`src/rtl/frame_dump_pkg.sv`:
```
// rtl/frame_dump_pkg.sv - shared state type and constants for frame_dump_tx
package frame_dump_pkg;

  typedef enum logic [2:0] {IDLE, HDR, ADDR, LOAD, SEND, DONE} state_t;

  localparam logic [7:0] HDR_SYNC0      = 8'hA5;
  localparam logic [7:0] HDR_SYNC1      = 8'h5A;
  localparam int         BYTES_PER_WORD = 4;

endpackage

```
`src/rtl/uart_holdoff.sv`:
```
// rtl/uart_holdoff.sv - saturating idle counter; ready once the UART has been idle long enough
module uart_holdoff #(
  parameter int BITS = 13
) (
  input  logic clk,
  input  logic rst_n,
  input  logic busy,
  output logic ready
);

  logic [BITS-1:0] cnt;

  always_ff @(posedge clk or negedge rst_n) begin
    if (!rst_n) begin
      cnt <= '0;
    end else if (busy) begin
      cnt <= '0;
    end else if (!(&cnt)) begin
      cnt <= cnt + 1'b1;
    end
  end

  assign ready = (&cnt) & ~busy;

endmodule

```
`src/rtl/frame_dump_tx.sv`:
```
// rtl/frame_dump_tx.sv - raster-order buffer dump to UART, 4 bytes per word MSB first
// Optional 4-byte header (A5 5A W H) when FRAME_DUMP_HEADER_EN is defined.
module frame_dump_tx
  import frame_dump_pkg::*;
#(
  parameter int WIDTH        = 40,
  parameter int HEIGHT       = 30,
  parameter int HOLDOFF_BITS = 13
) (
  input  logic        sys_clk_i,
  input  logic        sys_rst_ni,
  input  logic        start_i,
  output logic [5:0]  read_x,
  output logic [4:0]  read_y,
  input  logic [31:0] read_q,
  output logic        uart_wr_o,
  output logic [7:0]  uart_dat_o,
  input  logic        uart_busy_i,
  output logic        busy_o,
  output logic        done_o
);

  localparam logic [1:0] LAST_Z = 2'(BYTES_PER_WORD - 1);

  state_t      state, state_next;
  logic [5:0]  x, x_next;
  logic [4:0]  y, y_next;
  logic [1:0]  z, z_next;
  logic [31:0] word, word_next;
  logic        wr, wr_next;
  logic [7:0]  dat, dat_next;
  logic        ready;
  logic        issue;

  uart_holdoff #(.BITS(HOLDOFF_BITS)) u_holdoff (
    .clk   (sys_clk_i),
    .rst_n (sys_rst_ni),
    .busy  (uart_busy_i),
    .ready (ready)
  );

  // The strobe is registered, so blocking on it keeps strobes at least a cycle apart.
  assign issue = ready & ~wr;

`ifdef FRAME_DUMP_HEADER_EN
  logic [7:0] hdr_byte;

  always_comb begin
    case (z)
      2'd0:    hdr_byte = HDR_SYNC0;
      2'd1:    hdr_byte = HDR_SYNC1;
      2'd2:    hdr_byte = 8'(WIDTH);
      default: hdr_byte = 8'(HEIGHT);
    endcase
  end
`endif

  always_ff @(posedge sys_clk_i or negedge sys_rst_ni) begin
    if (!sys_rst_ni) begin
      state <= IDLE;
      x     <= '0;
      y     <= '0;
      z     <= '0;
      word  <= '0;
      wr    <= 1'b0;
      dat   <= '0;
    end else begin
      state <= state_next;
      x     <= x_next;
      y     <= y_next;
      z     <= z_next;
      word  <= word_next;
      wr    <= wr_next;
      dat   <= dat_next;
    end
  end

  always_comb begin
    state_next = state;
    x_next     = x;
    y_next     = y;
    z_next     = z;
    word_next  = word;
    wr_next    = 1'b0;
    dat_next   = dat;
    case (state)
      IDLE: begin
        if (start_i) begin
          x_next = '0;
          y_next = '0;
          z_next = '0;
`ifdef FRAME_DUMP_HEADER_EN
          state_next = HDR;
`else
          state_next = ADDR;
`endif
        end
      end
`ifdef FRAME_DUMP_HEADER_EN
      HDR: begin
        if (issue) begin
          wr_next  = 1'b1;
          dat_next = hdr_byte;
          z_next   = z + 2'd1;
          if (z == LAST_Z) state_next = ADDR;
        end
      end
`endif
      ADDR: state_next = LOAD;
      LOAD: begin
        word_next  = read_q;
        z_next     = '0;
        state_next = SEND;
      end
      SEND: begin
        if (issue) begin
          wr_next   = 1'b1;
          dat_next  = word[31:24];
          word_next = {word[23:0], 8'h00};
          z_next    = z + 2'd1;
          if (z == LAST_Z) begin
            if (x < 6'(WIDTH - 1)) begin
              x_next     = x + 6'd1;
              state_next = ADDR;
            end else if (y < 5'(HEIGHT - 1)) begin
              x_next     = '0;
              y_next     = y + 5'd1;
              state_next = ADDR;
            end else begin
              state_next = DONE;
            end
          end
        end
      end
      DONE: begin
        x_next     = '0;
        y_next     = '0;
        state_next = IDLE;
      end
      default: state_next = IDLE;
    endcase
  end

  assign read_x     = x;
  assign read_y     = y;
  assign uart_wr_o  = wr;
  assign uart_dat_o = dat;
  assign busy_o     = (state != IDLE);
  assign done_o     = (state == DONE);

endmodule

```
`config.mk`:
```
export PLATFORM = sky130hd
export DESIGN_NAME = frame_dump_tx
export DESIGN_NICKNAME = d
export VERILOG_FILES = /design/src/rtl/frame_dump_pkg.sv /design/src/rtl/uart_holdoff.sv /design/src/rtl/frame_dump_tx.sv
export SDC_FILE = /design/constraint.sdc
export NUM_CORES = 1
export LEC_CHECK = 0
export CAP_MARGIN = 30
export CORE_UTILIZATION = 48
export CTS_CLUSTER_SIZE = 20
export DETAILED_ROUTE_END_ITERATION = 10
export HOLD_SLACK_MARGIN = 0.08
export PLACE_DENSITY = 0.87
export SETUP_SLACK_MARGIN = 0.2
export SYNTH_ARGS = -nofsm -noshare
export SYNTH_HDL_FRONTEND = slang
export SYNTH_SLANG_ARGS = --single-unit
```
`constraint.sdc`:
```
create_clock -name sys_clk_i -period 2.1 [get_ports sys_clk_i]
set_input_delay 0.63 -clock sys_clk_i [delete_from_list [all_inputs] [get_ports sys_clk_i]]
set_output_delay 0.63 -clock sys_clk_i [all_outputs]
set_load 0.05 [all_outputs]
```
==> impl_summary.log <==
INFO  metric ctsHtreeMaxLevel = 3
INFO  metric via_count = 3,284
INFO  metric grt.met2_usage = 0.449
INFO  metric dieWidth = 86.3 um
INFO  metric period_minus_slack = between 2 and 2.5 ns
INFO  metric postSynth.asyncResetShare = 1.00
INFO  metric grt_first_pass_wirelength = 14.8 mm
INFO  metric mappedNetlistNets = 385
INFO  metric dp_hpwl = around 5.4 mm
INFO  metric cellPowerDensity = 932 nW/um2
INFO  metric dp_cells = roughly 500
INFO  metric clkTransAtPathRegs = 0.08 ns
INFO  metric synth.ff_latch_count = 70
INFO  metric io_port_bufs = 57
INFO  metric grt_start_max_net_pins = 71
INFO  metric synth_area_per_cell = 9.89 um2
INFO  metric leakage_power = 2.38 nW
INFO  metric hold_buffers = 0
INFO  metric clock_path_buffers = 2
INFO  metric hp-class = in2async
INFO  metric synth_cell_type_count = 45
INFO  metric final_hold_viol_count = 0
INFO  metric final_core_utilization = 0.729
INFO  metric post-route-drc-count = 0
INFO  metric place_area = 4230 um2
INFO  metric vdd_drop_max = ~0.5 mV
INFO  metric timing.reg2reg.worst_path_depth = 7
INFO  metric run_status = complete, no violations
INFO  metric synthesis_warnings = 0
INFO  metric firstDrtPassIters = 5
INFO  metric start_util = 0.499
INFO  metric max_cap_viol_count = 0
INFO  metric slew_viol_final = 0
INFO  metric fin_setup_tns = 0 ns
INFO  metric groute.layer.met1.usage = 0.309
INFO  metric globalRouteOverflowTotal = 0
INFO  metric design_area = between 4000 and 5000 um2
INFO  metric gpl.final_weighted_congestion = roughly 0.87
INFO  metric number_of_buffers_added_by_the_clock_tree_synthesis_step = 9
INFO  metric global_route.peak_usage_layer = met2
INFO  metric io-pin-count = 58
INFO  metric met3_track_demand_over_resource_in_global_routing = 0.0705
INFO  metric row_count = 30
INFO  metric cpMaxStageDelayCell = sky130_fd_sc_hd__dfrtp_1
INFO  metric finalSetupViolations = 0
INFO  metric detail_route.vias_per_cell = 5.92
INFO  metric layout.filler_cells = 422
INFO  metric fp.coreArea = 6830 um2
INFO  metric ordered_cell_list_for_the_critical_path = buf_6 > or3_4 > buf_8
INFO  metric via_count_of_the_first_global_routing_pass = about 3,000
INFO  metric finish.cell_count_without_fillers = 555
INFO  metric worst-setup-path-type = reg2out
INFO  metric clkLatencyLatePin = 0.36 ns
INFO  metric groute.usage.overall = 0.261
INFO  metric die_height = 86.3 um
INFO  metric die_area = 7450 um2
INFO  metric tightestPinTransition = 0.708 ns
INFO  metric cts_num_sinks = 70
INFO  metric synth.cell_area = roughly 3400 um2
INFO  metric min_period_over_period = 0.975
INFO  metric yosysSeqAreaShare = 0.513
INFO  metric fmaxAchievable = roughly 500 MHz
INFO  metric drtAntennaViolNets = 0
INFO  metric synthesized_netlist_cell_count = 345
INFO  metric worst_slack_on_hold_paths = 0.282 ns
INFO  metric setup_repair_after_global_routing_missed_its_margin = yes
INFO  metric fin_ws = 0.0526 ns
INFO  metric worstPathArrival = 1.42 ns
INFO  metric timing.max_slew.rel_slack = 0.528
INFO  metric cp-start-kind = flip-flop
INFO  metric initialDrtViolationCount = 360
INFO  metric grt_antenna_before_repair = 0
INFO  metric wire_per_inst = 18.5 um
INFO  metric cp_max_fo = 2
INFO  metric dominantRegCellSynth = sky130_fd_sc_hd__dfrtp_1
INFO  metric minimum_setup_slack_after_placement = -0.518 ns
INFO  metric cp.required = roughly 1.5 ns
INFO  metric clock_tree.root_cell = sky130_fd_sc_hd__clkbuf_8
INFO  metric post-layout-total-power = 4.64 mW
INFO  metric fin_skew = 0.00981 ns
INFO  metric area.growth.synth_to_final = 46.1%
INFO  metric synth_enable_flop_cells = 0
INFO  metric antenna_cells = 0
INFO  metric slowest_delay = 0.39 ns
INFO  metric design.final.nets = 494
INFO  metric worst_setup_path_end_kind = primary output
INFO  metric finalWirelength = 10.3 mm
INFO  metric final_layout_size_suffix_gt1_frac = 0.312
INFO  metric tritoncts_clock_tree = yes
-- worst max-delay path: cells and delay by family (launching register included) --
kind / cells / cell delay, ns
DFF: 1 / 0.39
and+or+nand+nor: 1 / 0.38
buffers and inverters: 2 / 0.29
-- sequential cells by signal (all words and copies together) (netlist names) --
signal	flops
uart_dat_o	8
uart_wr_o	1
u_holdoff.cnt	13
state	3
word	32
read_x	6
read_y	5
z	2
-- synth_stat cells (all sizes together) (2+ instances only) --
master / number / area share
a31oi: 4 / 0.0073
a31o: 3 / 0.0077
o211ai: 2 / 0.0044
o21ai: 44 / 0.065
nor4: 6 / 0.019
nor2: 22 / 0.024
a2bb2oi: 2 / 0.0051
a21oi: 6 / 0.0088
buf: 9 / 0.014
and2: 3 / 0.0055
or2: 2 / 0.0037
mux2: 8 / 0.026
nor3: 10 / 0.015
a21o: 3 / 0.0066
clkbuf: 8 / 0.0088
or3: 2 / 0.0037
xor2: 3 / 0.0077
ha: 4 / 0.015
dfrtp: 70 / 0.51
xnor2: 4 / 0.010
nand2: 59 / 0.065
nand2b: 2 / 0.0037
inv: 4 / 0.0044
or4: 2 / 0.0044
and4: 3 / 0.0077
nand4: 5 / 0.0092
mux2i: 27 / 0.079
nand3: 14 / 0.021
-- cells in the final DEF (no fill, tap or decap), types with 6 or more instances in the layout --
master / count
sky130_fd_sc_hd__dfrtp_1: 66
sky130_fd_sc_hd__clkbuf_8: 9
sky130_fd_sc_hd__nor3_1: 10
sky130_fd_sc_hd__nand3_1: 14
sky130_fd_sc_hd__o21ai_1: 22
sky130_fd_sc_hd__buf_4: 56
sky130_fd_sc_hd__clkdlybuf4s50_1: 33
sky130_fd_sc_hd__nand2_1: 57
sky130_fd_sc_hd__o21ai_2: 6
sky130_fd_sc_hd__o21ai_0: 16
sky130_fd_sc_hd__mux2_4: 6
sky130_fd_sc_hd__mux2i_1: 27
sky130_fd_sc_hd__buf_6: 8
sky130_fd_sc_hd__nor2_1: 21
-- path summary, 6_finish.rpt --
path	from	slack, ns	to
worst max register to register	state[1]	0.09	uart_dat_o[4]
worst min register to register	z[0]	0.49	z[0]
max in group asynchronous	sys_rst_ni	1.49	read_x[1]
worst max-delay path	state[1]	0.05	busy_o
min in group sys_clk_i	z[0]	0.49	z[0]
worst min-delay path	sys_rst_ni	0.28	word[27]
-- kinds of logic (layout without fill, tap and decap cells) --
| kind of cell | Yosys count | in the layout | synth area share |
|---|---|---|---|
| buf+inv | 21 | 129 | 0.0271 |
| mux | 35 | 35 | 0.106 |
| flops | 70 | 70 | 0.513 |
| compound gates | 71 | 77 | 0.123 |
| xor+xnor | 7 | 7 | 0.0180 |
| fa+ha+maj | 4 | 4 | 0.0147 |
| simple gates | 137 | 137 | 0.198 |
-- layer usage --
layer / part of all wire / up-vias
li1: - / 1462
met3: 0.059 / 31
met5: 0 / -
met1: 0.40 / 1625
met2: 0.51 / 166
met4: 0.036 / 0
-- where the power goes --
part           switching, mW  internal [mW]
Clock                  0.537          0.552
Sequential             0.237           1.68
Combinational          0.906          0.737
Total                   1.68           2.96
-- cell type report --
type | count | area, um2 | share of cell area
Sequential cell | 70 | 1760 | 0.352
Clock inverter | 7 | 73.8 | 0.0148
Clock buffer | 9 | 124 | 0.0249
Timing Repair Buffer | 109 | 1030 | 0.207
Inverter | 4 | 15.0 | 0.00301
Tap cell | 96 | 120 | 0.0241
Multi-Input combinational cell | 260 | 1860 | 0.374
-- timing repair --
item	in CTS	in global routing
setup endpoints to repair	59	56
buffers inserted	24	6
pin swaps	17	31
resized for setup	32	56
gates cloned	3	5
No activity file was read; power rests on OpenSTA's default activity.
